===== src/rtl/mux_arbiter.sv =====
//==============================================================================
// mux_arbiter : round-robin owner arbiter for the shared 8-bit 2:1 bus mux,
//               with a registered valid/ready output stage.
// Optional    : ARB_STATS_EN adds per-requester accepted-beat counters.
// Revision    : 1.0  initial release
//==============================================================================
`default_nettype none

module mux_arbiter #(
    parameter int MAX_HOLD = 4,
    parameter int CNT_W    = 3
) (
    input  logic       clk,
    input  logic       reset,
    input  logic       req_a,
    input  logic [7:0] data_a,
    input  logic       req_b,
    input  logic [7:0] data_b,
    input  logic       out_ready,
    output logic       gnt_a,
    output logic       gnt_b,
    output logic       sel,
    output logic [7:0] out_data,
    output logic       out_valid
`ifdef ARB_STATS_EN
    ,
    output logic [7:0] cnt_a,
    output logic [7:0] cnt_b
`endif
);

    typedef enum logic [1:0] {
        IDLE  = 2'd0,
        OWN_A = 2'd1,
        OWN_B = 2'd2
    } state_t;

    localparam logic [CNT_W-1:0] HOLD_LAST = CNT_W'(MAX_HOLD - 1);

    state_t           state;
    logic [CNT_W-1:0] hold_cnt;
    logic             last_b;
    logic             free;
    logic             accept;
    logic             hold_last;

    assign free      = !out_valid || out_ready;
    assign accept    = free && (((state == OWN_A) && req_a) || ((state == OWN_B) && req_b));
    assign hold_last = (hold_cnt == HOLD_LAST);

    always_ff @(posedge clk) begin
        if (reset) begin
            state     <= IDLE;
            gnt_a     <= 1'b0;
            gnt_b     <= 1'b0;
            sel       <= 1'b0;
            out_data  <= 8'h00;
            out_valid <= 1'b0;
            hold_cnt  <= '0;
            last_b    <= 1'b1;
        end else begin
            // Output stage: the accepted byte always belongs to the current owner.
            if (accept) begin
                out_data  <= sel ? data_b : data_a;
                out_valid <= 1'b1;
            end else if (out_ready) begin
                out_valid <= 1'b0;
            end

            unique case (state)
                IDLE: begin
                    hold_cnt <= '0;
                    if (req_a && (!req_b || last_b)) begin
                        state <= OWN_A;
                        gnt_a <= 1'b1;
                        gnt_b <= 1'b0;
                        sel   <= 1'b0;
                    end else if (req_b) begin
                        state <= OWN_B;
                        gnt_a <= 1'b0;
                        gnt_b <= 1'b1;
                        sel   <= 1'b1;
                    end
                end
                OWN_A: begin
                    if (!req_a || (accept && hold_last && req_b)) begin
                        last_b   <= 1'b0;
                        hold_cnt <= '0;
                        gnt_a    <= 1'b0;
                        if (req_b) begin
                            state <= OWN_B;
                            gnt_b <= 1'b1;
                            sel   <= 1'b1;
                        end else begin
                            state <= IDLE;
                        end
                    end else if (accept && !hold_last) begin
                        hold_cnt <= hold_cnt + CNT_W'(1);
                    end
                end
                OWN_B: begin
                    if (!req_b || (accept && hold_last && req_a)) begin
                        last_b   <= 1'b1;
                        hold_cnt <= '0;
                        gnt_b    <= 1'b0;
                        if (req_a) begin
                            state <= OWN_A;
                            gnt_a <= 1'b1;
                            sel   <= 1'b0;
                        end else begin
                            state <= IDLE;
                        end
                    end else if (accept && !hold_last) begin
                        hold_cnt <= hold_cnt + CNT_W'(1);
                    end
                end
                default: begin
                    state    <= IDLE;
                    gnt_a    <= 1'b0;
                    gnt_b    <= 1'b0;
                    hold_cnt <= '0;
                end
            endcase
        end
    end

`ifdef ARB_STATS_EN
    // Saturating counters of accepted beats, attributed by current owner.
    always_ff @(posedge clk) begin
        if (reset) begin
            cnt_a <= 8'h00;
            cnt_b <= 8'h00;
        end else if (accept) begin
            if ((state == OWN_A) && (cnt_a != 8'hFF)) cnt_a <= cnt_a + 8'd1;
            if ((state == OWN_B) && (cnt_b != 8'hFF)) cnt_b <= cnt_b + 8'd1;
        end
    end
`endif

endmodule

`default_nettype wire


===== config.mk =====
export PLATFORM = sky130hd
export DESIGN_NAME = mux_arbiter
export DESIGN_NICKNAME = d
export VERILOG_FILES = /design/src/rtl/mux_arbiter.sv
export SDC_FILE = /design/constraint.sdc
export NUM_CORES = 1
export LEC_CHECK = 0
export CORE_AREA = 2 2 51 53
export DETAILED_ROUTE_END_ITERATION = 10
export DIE_AREA = 0 0 53 55
export PLACE_DENSITY = 0.83
export SLEW_MARGIN = 10
export SYNTH_ARGS = -nofsm -noshare
export SYNTH_HDL_FRONTEND = slang
export SYNTH_SLANG_ARGS = --single-unit

===== constraint.sdc =====
create_clock -name clk -period 2.3 [get_ports clk]
set_clock_uncertainty 0.05 [all_clocks]
set_input_delay 0.46 -clock clk [delete_from_list [all_inputs] [get_ports clk]]
set_output_delay 0.46 -clock clk [all_outputs]
set_load 0.05 [all_outputs]

==> impl_metrics.env <==
export IMPL_p_leak_nw=0.520
export IMPL_antennaDiodeCount=0
export IMPL_holdCritPathClass="flop to flop"
export IMPL_setup_viol=0
export IMPL_use_met1=0.159
export IMPL_crit_chain="clkdlybuf4s50_1"
export IMPL_clk_pin_slew_worst_paths_ns=0.10
export IMPL_die_w_microns=53
export IMPL_min_period_over_period=0.859
export IMPL_synth_seq_area_share=0.367
export IMPL_layout_drive_gt1_share=0.120
export IMPL_dr_first_iter_drc_count=10
export IMPL_cts_tree="built"
export IMPL_cts_hold_fix_buffers=0
export IMPL_grt_max_degree=17
export IMPL_grt_pass1_wl_microns=3460
export IMPL_cpPeakStageDelay_ns=0.82
export IMPL_grtUsageMet2=0.304
export IMPL_postSynthAreaPerCell_sq_um=9.17
export IMPL_slew_headroom=0.653
export IMPL_initial_utilization=0.415
export IMPL_syn2layout_area_growth_pct=40.7
export IMPL_hold_violations=0
export IMPL_firstDrtPassIters=4
export IMPL_worst_path_buf_inv=1
export IMPL_cp_end_kind="output port"
export IMPL_critPathArrivalTime_ns=1.47
export IMPL_post_cts_resized=0
export IMPL_synth_net_count=134
export IMPL_design_die_area_sq_um=2920
export IMPL_place_congestion=0.872
export IMPL_syn_cell_area_sq_um=981
export IMPL_max_clock_path_buffers=2
export IMPL_num_io_pins=33
export IMPL_cp_max_fo=2
export IMPL_synth_top_area_share=0.367
export IMPL_fmax_mhz=506
export IMPL_seq_area_sq_um=360
export IMPL_via_per_inst=5.35
export IMPL_die_h_microns=55
export IMPL_port_buffers=32
export IMPL_grt_setup_unrepaired="no"
export IMPL_grt_util_all_layers=0.164
export IMPL_drv_slew=0
export IMPL_vias=921
export IMPL_crit_path_start_kind="flop"
export IMPL_grt_ovfl_total=0
export IMPL_critPathTopFamily="buffers and inverters"
export IMPL_maxCapViolations=0
export IMPL_synth_top_cell_by_area="dfxtp_1"
export IMPL_dp_slack_ns=0.230
export IMPL_clk_latency_ns=0.29
export IMPL_detail_route_antenna_nets=0
export IMPL_wl_per_cell_microns=12.4
export IMPL_syn_inst=107
export IMPL_ys_ff_latch=18
export IMPL_antenna_found_initial=0
export IMPL_numClockSinks=18
export IMPL_finalNetCount=170
export IMPL_status="completed"
export IMPL_num_rows=18
export IMPL_busiest_layer="met2"
export IMPL_coreArea_sq_um=2360
export IMPL_root_buffer="clkbuf_4"
export IMPL_final_setup_worst_slack_ns=0.324
export IMPL_critPathKind="flop to output port"
export IMPL_drc=0
export IMPL_fin_tns_setup_ns=0
export IMPL_synth_area_leaders="dfxtp_1 (37%), mux2i_1 (10%), ha_1 (7.7%)"
export IMPL_wirelength_microns=2140
export IMPL_yosysWarnings=0
export IMPL_ir_worst_vdd_mv=0.401
export IMPL_fill_cells=222
export IMPL_cp_slowest_cell="clkdlybuf4s50_1"
export IMPL_grt_pass1_vias=880
export IMPL_ys_types=32
export IMPL_post_cts_buffers=0
export IMPL_multiInputGateArea_sq_um=564
export IMPL_layout_min_cycle_time_ns=1.98
export IMPL_met3_usage=0.0538
export IMPL_numCtsBuffers=3
export IMPL_worst_pin_slew_ns=0.519
export IMPL_worst_ep_required_time_ns=1.79
export IMPL_h_tree_depth=1
export IMPL_power_density_nw_per_um2=625
## path summary, 6_finish.rpt
check,depth (start not counted),startpoint,to,slack [ns]
worst min register to register,2,out_data[5],out_data[5],0.45
worst max register to register,6,state[1],hold_cnt[2],0.45
worst min-delay path,2,out_data[5],out_data[5],0.45
worst max-delay path,1,out_data[0],out_data[0],0.32
## registers in the layout (all words and copies together) (netlist names)
signal,cells
state,2
out_valid,1
hold_cnt,3
out_data,8
gnt_a,1
last_b,1
gnt_b,1
sel,1
## stage by stage
step / total power [W] / instance area, sq um / hold slack, ns / util / std cells
2_1_floorplan: 0.000572 / 981 / 0.415 / - / 107
3_3_place_gp: 0.000673 / 1340 / 0.429 / 0.568 / 168
3_5_place_dp: 0.000678 / 1340 / 0.444 / 0.568 / 168
4_1_cts: 0.000873 / 1380 / 0.459 / 0.584 / 172
5_1_grt: 0.000912 / 1380 / 0.486 / 0.584 / 172
6_report: 0.000862 / 1380 / 0.455 / 0.584 / 172
## Yosys cell counts, drive strengths merged
cell    number
dfxtp       18
nor2        13
a211oi      10
mux2i       10
a21oi        8
inv          7
ha           6
nand2b       4
buf          3
clkbuf       3
nand2        3
nor3         3
o21ai        3
a31o         2
a31oi        2
a2111o       1
a211o        1
a21o         1
a221o        1
a22oi        1
a41o         1
nand3b       1
nand4        1
nor2b        1
o31ai        1
or3b         1
xnor2        1
## cell type report
| cell class | count | area share |
|---|---|---|
| flip-flops and latches | 18 | 0.261 |
| repair buffers | 37 | 0.257 |
| inverters | 7 | 0.0190 |
| well taps | 30 | 0.0272 |
| clock buffers | 4 | 0.0263 |
| multi-input cells | 76 | 0.409 |
## routing by layer
| metal | wire, microns | part of all wire |
|---|---|---|
| met3 | 191 | 0.089 |
| met2 | 1020 | 0.48 |
| met4 | 38 | 0.018 |
| met5 | 0 | 0 |
| met1 | 890 | 0.42 |
## logic make-up after synthesis
family / Yosys count / synth area share
AO/OA/AOI/OAI: 32 / 0.246
AND/OR/NAND/NOR: 27 / 0.142
flip-flops: 18 / 0.367
buffers and inverters: 13 / 0.0574
multiplexers: 10 / 0.102
adder cells (fa/ha/maj): 6 / 0.0765
XOR/XNOR: 1 / 0.00893
## tightest hold or removal path: stages (launching register included)
cell and delay (ns):
dfxtp_1 0.32, nor2_1 0.09, a211oi_1 0.05
## layout by cell type (no fill, tap or decap), types with 2 or more instances in the layout
master and instances:
nor3_1 2, a31oi_1 2, a31o_2 2, nand2_1 3
dfxtp_1 18, mux2i_1 10, nor2_1 12, a211oi_1 9
a21oi_1 8, clkdlybuf4s50_1 31, buf_4 6, o21ai_0 3
nand2b_1 4, ha_1 6, inv_1 7, clkbuf_4 3
## where the power goes
part           internal, W  switching, W  leakage [nW]
clock            0.0000965     0.0000951        0.0210
combinational     0.000137      0.000180         0.352
sequential        0.000338     0.0000151         0.147
(Power assumes the default switching activity.)
